## config.mk

```make
export PLATFORM = sky130hd
export DESIGN_NAME = noc_input_requester
export DESIGN_NICKNAME = d
export VERILOG_FILES = /design/src/rtl/noc_pkg.sv /design/src/rtl/noc_xy_route.sv /design/src/rtl/noc_input_requester.sv
export SDC_FILE = /design/constraint.sdc
export NUM_CORES = 1
export LEC_CHECK = 0
export BUFFER_PORTS_ARGS = -buffer_cell sky130_fd_sc_hd__buf_2
export CAP_MARGIN = 20
export CORE_UTILIZATION = 25
export DETAILED_ROUTE_END_ITERATION = 10
export PLACE_DENSITY = 0.48
export SKIP_CTS_REPAIR_TIMING = 1
export SYNTH_ARGS = -nofsm -noshare
export SYNTH_HDL_FRONTEND = slang
export SYNTH_SLANG_ARGS = --single-unit
```

## constraint.sdc

```tcl
create_clock -name clk -period 2.2 [get_ports clk]
set_clock_uncertainty 0.2 [all_clocks]
set_input_delay 0.11 -clock clk [delete_from_list [all_inputs] [get_ports clk]]
set_output_delay 0.11 -clock clk [all_outputs]
set_load 0.01 [all_outputs]
```

## src/rtl/noc_pkg.sv

```systemverilog
// noc_pkg: flit type codes, output port indices and requester state encodings shared by the router input side.
package noc_pkg;
  localparam logic [1:0] FT_BODY   = 2'b00;
  localparam logic [1:0] FT_HEAD   = 2'b01;
  localparam logic [1:0] FT_TAIL   = 2'b10;
  localparam logic [1:0] FT_SINGLE = 2'b11;
  localparam int P_LOCAL = 0;
  localparam int P_EAST  = 1;
  localparam int P_WEST  = 2;
  localparam int P_NORTH = 3;
  localparam int P_SOUTH = 4;
  localparam int N_PORTS = 5;
  typedef enum logic [1:0] {
    S_IDLE = 2'd0,
    S_REQ  = 2'd1,
    S_XFER = 2'd2
  } req_state_t;
endpackage

```

## src/rtl/noc_xy_route.sv

```systemverilog
// noc_xy_route: combinational XY dimension-order route from a head flit's destination field to a one-hot output port.
module noc_xy_route
  import noc_pkg::*;
#(
  parameter int X_W = 2,
  parameter int Y_W = 2
) (
  input  logic [X_W+Y_W-1:0] dest,
  input  logic [X_W-1:0]     local_x,
  input  logic [Y_W-1:0]     local_y,
  output logic [N_PORTS-1:0] port
);
  logic [X_W-1:0] dx;
  logic [Y_W-1:0] dy;
  assign dx = dest[X_W+Y_W-1:Y_W];
  assign dy = dest[Y_W-1:0];
  always_comb
    port = dx > local_x ? N_PORTS'(1) << P_EAST  :
           dx < local_x ? N_PORTS'(1) << P_WEST  :
           dy > local_y ? N_PORTS'(1) << P_NORTH :
           dy < local_y ? N_PORTS'(1) << P_SOUTH :
                          N_PORTS'(1) << P_LOCAL;
endmodule

```

## src/rtl/noc_input_requester.sv

```systemverilog
// noc_input_requester: routes each head flit from the input FIFO, requests the output arbiter,
// and forwards the whole packet while the grant is held; releases the request after the tail.
module noc_input_requester
  import noc_pkg::*;
#(
  parameter int DATA_W  = 32,
  parameter int X_W     = 2,
  parameter int Y_W     = 2,
  parameter int LOCAL_X = 0,
  parameter int LOCAL_Y = 0
) (
  input  logic              clk,
  input  logic              rst,
  input  logic              fifo_empty,
  input  logic [DATA_W-1:0] fifo_dout,
  output logic              fifo_rd_en,
  output logic [4:0]        req,
  input  logic [4:0]        gnt,
  input  logic              out_ready,
  output logic [DATA_W-1:0] flit_out,
  output logic              flit_valid,
  output logic [15:0]       pkt_cnt,
  output logic              err
);
  req_state_t state;
  logic [4:0] port_q, route;
  logic [1:0] ft;
  logic is_head, is_tail, gnt_sel, xfer, orphan;
  noc_xy_route #(.X_W(X_W), .Y_W(Y_W)) u_route (
    .dest(fifo_dout[X_W+Y_W-1:0]),
    .local_x(X_W'(LOCAL_X)),
    .local_y(Y_W'(LOCAL_Y)),
    .port(route)
  );
  assign ft = fifo_dout[DATA_W-1 -: 2];
  assign is_head = ft == FT_HEAD || ft == FT_SINGLE;
  assign is_tail = ft == FT_TAIL || ft == FT_SINGLE;
  // Only the grant of our own requested port matters; others and stale grants outside XFER are ignored.
  assign gnt_sel = |(gnt & port_q);
  assign xfer = state == S_XFER && gnt_sel && !fifo_empty && out_ready;
  assign orphan = state == S_IDLE && !fifo_empty && !is_head;
  assign fifo_rd_en = !rst && (xfer || orphan);
  always_ff @(posedge clk)
    if (rst) begin
      state <= S_IDLE;
      req <= '0;
      port_q <= '0;
      flit_out <= '0;
      flit_valid <= 1'b0;
      pkt_cnt <= '0;
      err <= 1'b0;
    end else begin
      err <= orphan || (state == S_XFER && !gnt_sel);
      flit_valid <= xfer;
      if (xfer) flit_out <= fifo_dout;
      case (state)
        S_IDLE: if (!fifo_empty && is_head) begin
          port_q <= route;
          req <= route;
          state <= S_REQ;
        end
        S_REQ: if (gnt_sel) state <= S_XFER;
        S_XFER: if (xfer && is_tail) begin
          req <= '0;
          state <= S_IDLE;
          pkt_cnt <= pkt_cnt + 16'd1;
        end
        default: state <= S_IDLE;
      endcase
    end
endmodule
```

==> metrics.md, run 1 <==
| Metric | Value |
|---|---|
| Max_cap viols | `0` |
| Primary FF master, synth | `dfxtp_1` |
| Final Cell Area | `roughly 3400 sq um` |
| Worst vdd ir | `~0.33 mV` |
| N_diodes | `0` |
| Final #Nets | `450` |
| HP Class | `input pin to flop` |
| Number of synthesized flops with an enable pin | `0` |
| Crit Path Max Fanout | `4` |
| Synth warn | `0` |
| Failing checks | `DRC` |
| Final Hold Vio Count | `0` |
| I/O pin cnt | `97` |
| Vias in the first global route | `around 2.1k` |
| Layout cells sized above 1 | `31.7%` |
| Remaining global-route overflow | `0` |
| Global-route wire length before repair | `approximately 10000 um` |
| Worst Path Required | `roughly 1.9 ns` |
| Post-synthesis sequential area ratio | `slightly above 50%` |
| Drt drc | `10` |
| Total GRT Usage | `between 10 and 15%` |
| Finish-stage setup viols | `0` |
| Worst reg-to-reg setup slack | `around 0.16 ns` |
| Commonest cells after routing, fill and taps aside | `buf_2, nand2_1, dfxtp_1` |
| Starting Density | `about 26%` |
| Antenna violations before repair | `0` |
| Initial DRT Pass Iterations | `7` |
| Final setup margin | `roughly 0.086 ns` |
| Die area | `about 9500 sq um` |
| Status | `complete, but fails checks` |
| CTS sink cnt | `58` |
| Placed cell area | `~2900 sq um` |
| Synthesized area | `around 2300 sq um` |
| Placeable Area | `about 8800 sq um` |
| Rel. slew slack | `about two thirds` |
| Dpl ws | `~0.11 ns` |
| Leading cell type in the layout, fill and taps excluded | `buf_2` |
| WL/cell | `12.3 um` |
| Num CTS Buffers | `9` |
| Row Count | `34` |
| Crit path time final | `approximately 2.1 ns` |
| Peak Freq | `473 MHz` |
| Area grow syn2layout | `50.1%` |
| Largest net degree at the start of global routing | `30` |
| Crit Path Class | `input pin to primary output` |
| Clock Tree Root | `clkbuf_8` |
| CTS tree | `built` |
| Die X | `a little under 100 um` |
| Startpoint types | `input pin` |
| Synthesized area per cell | `between 8 and 9 sq um` |
| Leakage | `~0.0014 uW` |
| Port-buffer cells | `between 90 and 100` |
| Final WL | `6400 um` |
| Setup repair after global routing missed its margin | `yes` |
| Drt first-iter violations | `roughly 110` |
| Vias | `~2.4k` |
| DP HPWL | `4280 um` |
| Mapped Cells | `around 280` |
| Critical path capture point type | `primary output` |
| Async set-reset flop share out of synthesis | `0%` |
| Die Span Y | `approximately 98 um` |
| CTS max path bufs | `2` |
| FILL cells | `920` |
| Synth Register Bits | `between 50 and 60` |
| Pin slew with the least headroom to its limit | `roughly 0.52 ns` |
| Vias/cell | `about 4.6` |
| Clock-pin slew on the worst setup and hold paths | `around 0.070 ns` |
| Synth unique cells | `36` |
| Skew-Pair Late Insertion Delay | `between 0.3 and 0.4 ns` |
| Hold WS | `about 0.0022 ns` |
| H-tree depth | `3` |
| Worst EP arrival | `1.80 ns` |
| Routed Antenna Nets | `0` |
| Slew Limit Fails | `0` |
| Period utilization | `between 90% and 100%` |
| Power Density | `639 nW/um^2` |
| Placer Congestion | `just under 0.8` |
## synthesized netlist by cell type (2+ instances only)
cell / n / area (sq um)
dfxtp_1: 58 / 1160
clkbuf_1: 15 / 56.3
nor4_1: 4 / 25.0
o21ai_0: 3 / 15.0
nand3_1: 8 / 40.0
buf_4: 2 / 15.0
inv_1: 2 / 7.51
o31ai_1: 6 / 45.0
nand3b_1: 3 / 22.5
or3_1: 4 / 25.0
a21oi_1: 49 / 245
nand4_1: 2 / 12.5
xnor2_1: 5 / 43.8
nand2_1: 72 / 270
nor3_1: 4 / 20.0
or4_1: 6 / 45.0
nor2_1: 14 / 52.6
buf_2: 4 / 20.0
## cell families after synthesis
| family | synth area share, % |
|---|---|
| AO/OA/AOI/OAI | 14.5 |
| AND/OR/NAND/NOR | 25.8 |
| adder cells (fa/ha/maj) | 0.547 |
| multiplexers | 0.438 |
| buffers and inverters | 5.42 |
| flip-flops | 50.8 |
| XOR/XNOR | 2.30 |
| other | 0.164 |
## report_power, final
| part | internal (uW) | switching [uW] |
|---|---|---|
| Clock | 550 | 437 |
| Sequential | 1060 | 3.45 |
| Combinational | 85.1 | 61.0 |
| Total | 1690 | 501 |
## flip-flops by register name, summed over array words and instances (netlist names)
register	flops
err	1
flit_out	32
req	3
port_q	3
state	2
flit_valid	1
pkt_cnt	16
## metrics by stage
stage          cells  utilization (%)  total power (uW)  setup TNS, ns
6_report         521             39.0              2190              0
5_1_grt          521             39.0              2300        -0.0487
4_1_cts          483             34.7              2190         -0.114
3_5_place_dp     467             32.5              1180              0
3_3_place_gp     467             32.5              1180              0
2_1_floorplan    280                -              1130              0
## cell type report
cell class / instances / area (sq um) / area share (%)
sequential: 58 / 1160 / 33.8
multi-input combinational: 197 / 1020 / 29.7
timing repair buffer: 140 / 913 / 26.6
clock buffer: 11 / 141 / 4.12
tap: 108 / 135 / 3.94
clock inverter: 5 / 53.8 / 1.57
inverter: 2 / 7.51 / 0.219
## layer usage
metal  GRT usage (%)  routed length, um  vias to the layer above
li1                -                  -                     1210
met1            15.9               2880                     1084
met2            20.5               2910                       73
met3            6.12                475                       11
met4            6.41                125                        0
met5               0                  0                        -
## worst paths after layout
check                              end  cells after the start                      start
max                         fifo_rd_en                      5              fifo_dout[30]
min                req[1]$_SDFFE_PP0P_                      2                        rst
max reg2reg   pkt_cnt[13]$_SDFFE_PP0P_                      4    pkt_cnt[4]$_SDFFE_PP0P_
min reg2reg  flit_out[11]$_SDFFE_PP0P_                      2  flit_out[11]$_SDFFE_PP0P_
## worst max-delay path: stages
cell and delay, ns:
dlygate4sd3_1 0.54, buf_2 0.15, or4_2 0.65, a21oi_1 0.19, buf_2 0.17
Note: power is estimated with default switching activity, not from simulation.
==> run 2, diff against run 1 <==
--- a/config.mk
+++ b/config.mk
@@ -5,6 +5,7 @@
 export SDC_FILE = /design/constraint.sdc
 export NUM_CORES = 1
 export LEC_CHECK = 0
+export ABC_AREA = 1
 export BUFFER_PORTS_ARGS = -buffer_cell sky130_fd_sc_hd__buf_2
 export CAP_MARGIN = 20
 export CORE_UTILIZATION = 25
==> constraint.sdc (replaced) <==
create_clock -name clk -period 2.2 [get_ports clk]
set_clock_uncertainty 0.2 [all_clocks]
set_input_delay 0.11 -clock clk [delete_from_list [all_inputs] [get_ports clk]]
set_output_delay 0.11 -clock clk [all_outputs]
set_load 0.02 [all_outputs]
==> run 2 against run 1 <==
Wire length increased by 8.3%; via count is 7.1% higher; global-route usage shrank 0.49 points; critical path type unchanged; critical endpoint unchanged; final cell count up 16%; flip-flop and latch count did not move; cell area grew 4.5%; critical path depth increased by 4; the flow now finishes without violations; largest power group unchanged; combinational power up 13%; power rose by 0.51%; sequential share of layout area fell by 1.5 points; count of clock-buffer cells in the layout fell by 1.
==> metrics.md, run 2 <==
| Metric | Value |
|---|---|
| Initial DRT Pass Iterations | `4` |
| Status | `completed` |
| Remaining global-route overflow | `0` |
| WL/cell | `11.5 um` |
| Leading cell type in the layout, fill and taps excluded | `buf_2` |
| Starting Density | `about a quarter` |
| Overall Power | `roughly 2200 uW` |
| Vias in the first global route | `2135` |
| Setup repair after global routing missed its margin | `no` |
| Worst vdd ir | `roughly 0.22 mV` |
| Crit Path Max Fanout | `27` |
| Number of synthesized flops with an enable pin | `0` |
| CTS sink cnt | `58` |
| Vias | `approximately 2.5k` |
| FILL cells | `about 1.0k` |
| Largest area contributor in the netlist | `dfxtp_1` |
| Die X | `102 um` |
| Final Hold Vio Count | `0` |
| HP Class | `input pin to flop` |
| CTS max path bufs | `2` |
| Routed Antenna Nets | `0` |
| Top Registers | `flit_out x32, pkt_cnt x16` |
| Footprint of the multi-input gates | `between 1000 and 1500 sq um` |
| Crit path time final | `around 2.1 ns` |
| Total GRT Usage | `between 10% and 20%` |
| CP most frequent cell | `buf_2` |
| Port-buffer cells | `around 90` |
| Mapped Cells | `~340` |
| Antenna violations before repair | `0` |
| Primary FF master, synth | `dfxtp_1` |
| Max reg flops | `32` |
| Synth warn | `0` |
| Leakage | `0.00156 uW` |
| Row Count | `36` |
| Period utilization | `94.7%` |
| Synth Register Bits | `between 50 and 60` |
| I/O pin cnt | `97` |
| Final WL | `a little under 7000 um` |
| Crit Path Class | `input pin to primary output` |
| Startpoint types | `input pin` |
| Num CTS Buffers | `9` |
| Most area-consuming cells after synthesis | `dfxtp_1, nor2_1, nand2_1` |
| Top cell type's share of synthesized area | `around 46%` |
| Die Span Y | `between 100 and 150 um` |
| Clock-pin slew on the worst setup and hold paths | `approximately 0.06 ns` |
| Drt first-iter violations | `between 40 and 50` |
| Drt drc | `0` |
| CP cell instances | `dlygate4sd3_1, buf_2, inv_1, nand2_1, nor2_4, nand2_4, buf_4, o21ai_0, buf_2` |
| Vias/cell | `between 4 and 5` |
| Largest net degree at the start of global routing | `28` |
| Worst Path Required | `roughly 1.9 ns` |
| CTS tree | `built` |
| Top reg by flops | `flit_out` |
| Synthesized area | `2510 sq um` |
| Max_cap viols | `0` |
| Max stage delay cell, worst path | `dlygate4sd3_1` |
| Hold WS | `roughly 0.011 ns` |
| Critical path capture point type | `primary output` |
| Register area | `1160 sq um` |
| Async set-reset flop share out of synthesis | `0%` |
| Die area | `roughly 10000 sq um` |
| Placeable Area | `a little under 10000 sq um` |
| Most numerous cell in the Yosys netlist | `nor2_1` |
| N_diodes | `0` |
| Layout cells sized above 1 | `28.9%` |
| Finish-stage setup viols | `0` |
| Synth unique cells | `31` |
| Commonest cells after routing, fill and taps aside | `buf_2, nor2_1, nand2_1` |
| Power Density | `between 600 and 700 nW/um^2` |
| Worst EP arrival | `between 1.5 and 2 ns` |
| Post-synth top cells | `nor2_1, nand2_1, dfxtp_1` |
| Synthesized area per cell | `between 7 and 8 sq um` |
| Area grow syn2layout | `42.7%` |
| Post-synthesis sequential area ratio | `46.2%` |
| Global-route wire length before repair | `approximately 10000 um` |
| Clock Tree Root | `clkbuf_8` |
| Placer Congestion | `between 0.7 and 0.8` |
| Final #Nets | `508` |
| CP peak stage delay | `between 0.5 and 0.6 ns` |
| TNS Setup | `0 ns` |
| Slew Limit Fails | `0` |
| Peak Freq | `480 MHz` |
| H-tree depth | `3` |
| Skew-Pair Late Insertion Delay | `~0.33 ns` |
| DP HPWL | `approximately 4700 um` |
-- run 2: cell types whose count changed in the layout (fill, tap and decap cells not counted), moves of 6 or more --
cell     change
nor2_1      +73
a21oi_1     -34
o21ai_0     +32
inv_1       +16
nand2_1     -12
buf_4       -10
a21oi_2      +8
or4_1        -6
-- run 2: critical path, delay by kind of cell --
family	cells	cell delay (ns)
buffers and inverters	5	1.17
and+or+nand+nor	3	0.31
AOI/OAI and AO/OA	1	0.16
-- run 2: cells by family (layout without fill, tap and decap cells) --
family                   count (synthesis)  count (layout)  share of synthesized area, %
AND/OR/NAND/NOR                        179             179                          31.2
AO/OA/AOI/OAI                           65              65                          14.3
flip-flops                              58              58                          46.2
buffers and inverters                   37             165                          7.62
adder cells (fa/ha/maj)                  1               1                         0.498
other                                    1               2                         0.149
-- run 2: path summary, 6_finish.rpt --
kind,from,to,slack (ns),cells past startpoint
min reg2reg,req[0]$_SDFFE_PP0P_,req[0]$_SDFFE_PP0P_,0.26,2
max,fifo_empty,fifo_rd_en,0.12,9
max reg2reg,pkt_cnt[1]$_SDFFE_PP0P_,pkt_cnt[8]$_SDFFE_PP0P_,0.49,6
min,gnt[1],err$_SDFF_PP0_,0.01,4
-- run 2: routing by layer --
| metal | GRT usage [%] | vias up | part of all wire, % |
|---|---|---|---|
| met1 | 15.5 | 1119 | 47 |
| met5 | 0 | - | 0 |
| li1 | - | 1340 | - |
| met2 | 20.5 | 76 | 44 |
| met3 | 4.79 | 11 | 7.2 |
| met4 | 5.93 | 0 | 1.4 |
-- run 2: power breakdown --
group	leakage (uW)	total [uW]	switching, uW	internal (uW)
clock	0.0000941	975	432	543
combinational	0.000995	165	79.9	85.4
sequential	0.000468	1060	4.93	1060
total	0.00156	2200	517	1690
-- run 2: cell type report --
| cell class | instances | share of cell area (%) |
|---|---|---|
| sequential | 58 | 32.4 |
| timing repair buffer | 129 | 22.8 |
| inverter | 21 | 2.34 |
| multi-input combinational | 247 | 32.5 |
| clock inverter | 5 | 1.53 |
| tap | 133 | 4.64 |
| clock buffer | 10 | 3.84 |
-- run 2: stage by stage --
step,std cells,area (sq um),worst slack (ns),util (%)
after floorplan,342,2520,0.494,-
after global placement,556,3070,0.534,31.5
after detailed placement,556,3070,0.489,31.5
after CTS,571,3270,0.189,33.4
after global routing,603,3590,0.0580,36.7
final,603,3590,0.117,36.7
==> run 3, diff against run 2 <==
==> constraint.sdc (replaced) <==
create_clock -name clk -period 2.2 [get_ports clk]
set_clock_uncertainty 0.2 [all_clocks]
set_input_delay 0.11 -clock clk [delete_from_list [all_inputs] [get_ports clk]]
set_output_delay 0.11 -clock clk [all_outputs]
set_load 0.05 [all_outputs]
==> run 3 against run 2 <==
The flow now finishes with violations (hold timing); sequential power hardly changed; final cell count is 0.17% higher; global-route usage is 0.24 points lower; wire length is 2.4% lower; sequential share of layout area is 0.26 points lower; utilization is 0.29 points higher; via count is 0.24% higher; cell area is 0.80% higher; non-clock buffer count stayed put; count of clock-buffer cells in the layout is 1 higher; worst hold slack worse by 0.026 ns; critical endpoint unchanged; largest cell class unchanged.
==> metrics.md, run 3 (same netlist as run 2, synthesis figures left out) <==
| Metric | Value |
|---|---|
| CTS max path bufs | `2` |
| Area grow syn2layout | `43.9%` |
| Finish-stage setup viols | `0` |
| Met2 usage | `a little over a fifth` |
| Worst vdd ir | `about 0.30 mV` |
| Rel. slew slack | `roughly three fifths` |
| Clock-pin slew on the worst setup and hold paths | `around 0.07 ns` |
| Max reg flops | `32` |
| Global-route wire length before repair | `~10000 um` |
| HP Class | `input pin to flop` |
| Skew-Pair Late Insertion Delay | `0.34 ns` |
| Pin slew with the least headroom to its limit | `0.571 ns` |
| Met3 usage | `between 5 and 6%` |
| Hold WS | `-0.0148 ns` |
| Failing checks | `hold timing` |
| Gr busiest metal | `met2` |
| Drt first-iter violations | `36` |
| Port-buffer cells | `just over 90` |
| CTS sink cnt | `58` |
| Die area | `about 10000 sq um` |
| Startpoint types | `flop` |
| Commonest cells after routing, fill and taps aside | `buf_2, nor2_1, nand2_1` |
| Num CTS Buffers | `9` |
| Slew Limit Fails | `0` |
| Starting Density | `between 20% and 30%` |
| Critical path capture point type | `primary output` |
| Hold path startpoint | `gnt[3]` |
| H-tree depth | `3` |
| N_diodes | `0` |
| Overall Power | `about 2300 uW` |
| Die Span Y | `~100 um` |
| Largest net degree at the start of global routing | `34` |
| Final Cell Area | `roughly 3600 sq um` |
| Total GRT Usage | `roughly an eighth` |
| Crit Path Class | `flop to primary output` |
| Vias/cell | `approximately 4.2` |
| Inst Count DP | `between 500 and 600` |
| Worst Path Required | `approximately 1.9 ns` |
| Status | `complete, but fails checks` |
| Layout cells sized above 1 | `28.9%` |
| Top Registers | `flit_out x32, pkt_cnt x16` |
| R2r worst-path depth | `6` |
| Routed Antenna Nets | `0` |
| Row Count | `36` |
| Vias in the first global route | `about 2.2k` |
| Placeable Area | `between 9000 and 10000 sq um` |
| Top reg by flops | `flit_out` |
| Clock Tree Root | `clkbuf_8` |
| Period utilization | `92.8%` |
| Drt drc | `0` |
| Met1 GRT Util | `between 10% and 20%` |
| WL/cell | `~11 um` |
| DP HPWL | `~4600 um` |
| Final Hold Vio Count | `1` |
| Antenna violations before repair | `0` |
| Placer Congestion | `between 0.7 and 0.8` |
| CTS tree | `built` |
| Peak Freq | `490 MHz` |
| I/O pin cnt | `slightly below 100` |
| Hold depth | `4` |
| Max_cap viols | `0` |
| Die X | `about 100 um` |
| Setup crit start | `state[1]$_SDFFE_PP0P_` |
| Leading cell type in the layout, fill and taps excluded | `buf_2` |
| Worst EP arrival | `between 1.5 and 2 ns` |
| Initial DRT Pass Iterations | `5` |
| Placed cell area | `approximately 3000 sq um` |
| Leakage | `0.00157 uW` |
| Power Density | `approximately 650 nW/um^2` |
| Final #Nets | `~510` |
| Remaining global-route overflow | `0` |
| Final WL | `slightly below 7000 um` |
| Final core utilization | `a little under two fifths` |
| Crit path time final | `just over 2 ns` |
| Crit Path Max Fanout | `18` |
| R2R Path Start | `state[1]$_SDFFE_PP0P_` |
| Vias | `about 2.6k` |
| Finished Layout Cells | `approximately 600` |
==> run 3: changes by cell type in the layout (fill, tap and decap cells not counted), sizes merged <==
cell	before	now
bufinv	1	2
buf	97	96
clkbuf	10	12
clkinvlp	2	1
==> run 3: final cells by class <==
type                            count  area, sq um
Tap cell                          133          166
Sequential cell                    58         1160
Clock buffer                       11          141
Inverter                           21         83.8
Multi-Input combinational cell    247         1160
Fill cell                        1061         6160
Clock inverter                      5         77.6
Timing Repair Buffer              129          821
==> run 3: worst max-delay path, stage by stage, from the launching register on <==
cell	delay, ns
dfxtp_1	0.36
nand2_2	0.10
nor2_4	0.17
nand2_4	0.14
buf_4	0.23
o21ai_1	0.14
clkbuf_4	0.25
==> run 3: through the flow <==
step	TNS (ns)	setup slack (ns)
4_1_cts	0	0.0797
3_5_place_dp	0	0.396
5_1_grt	-0.000681	-0.000681
6_report	0	0.159
3_3_place_gp	0	0.417
2_1_floorplan	0	0.231
==> run 3: power breakdown <==
group | leakage [uW] | switching, uW | internal, uW | total (uW)
clock network | 0.000109 | 435 | 665 | 1100
logic | 0.000995 | 93.9 | 85.9 | 180
registers | 0.000468 | 4.84 | 1060 | 1060
total | 0.00157 | 534 | 1810 | 2340
==> run 3: path summary, 6_finish.rpt <==
path / to / slack (ns)
setup / recovery: fifo_rd_en / 0.16
hold / removal: err$_SDFF_PP0_ / -0.01
setup reg to reg: flit_out[1]$_SDFFE_PP0P_ / 0.40
hold reg to reg: req[0]$_SDFFE_PP0P_ / 0.26
==> run 3: metal layers <==
layer,up-vias,share of wire [%],routed length (um)
li1,1336,-,-
met1,1137,48,3220
met2,71,44,2990
met3,8,7.0,472
met4,0,1.1,74
met5,-,0,0
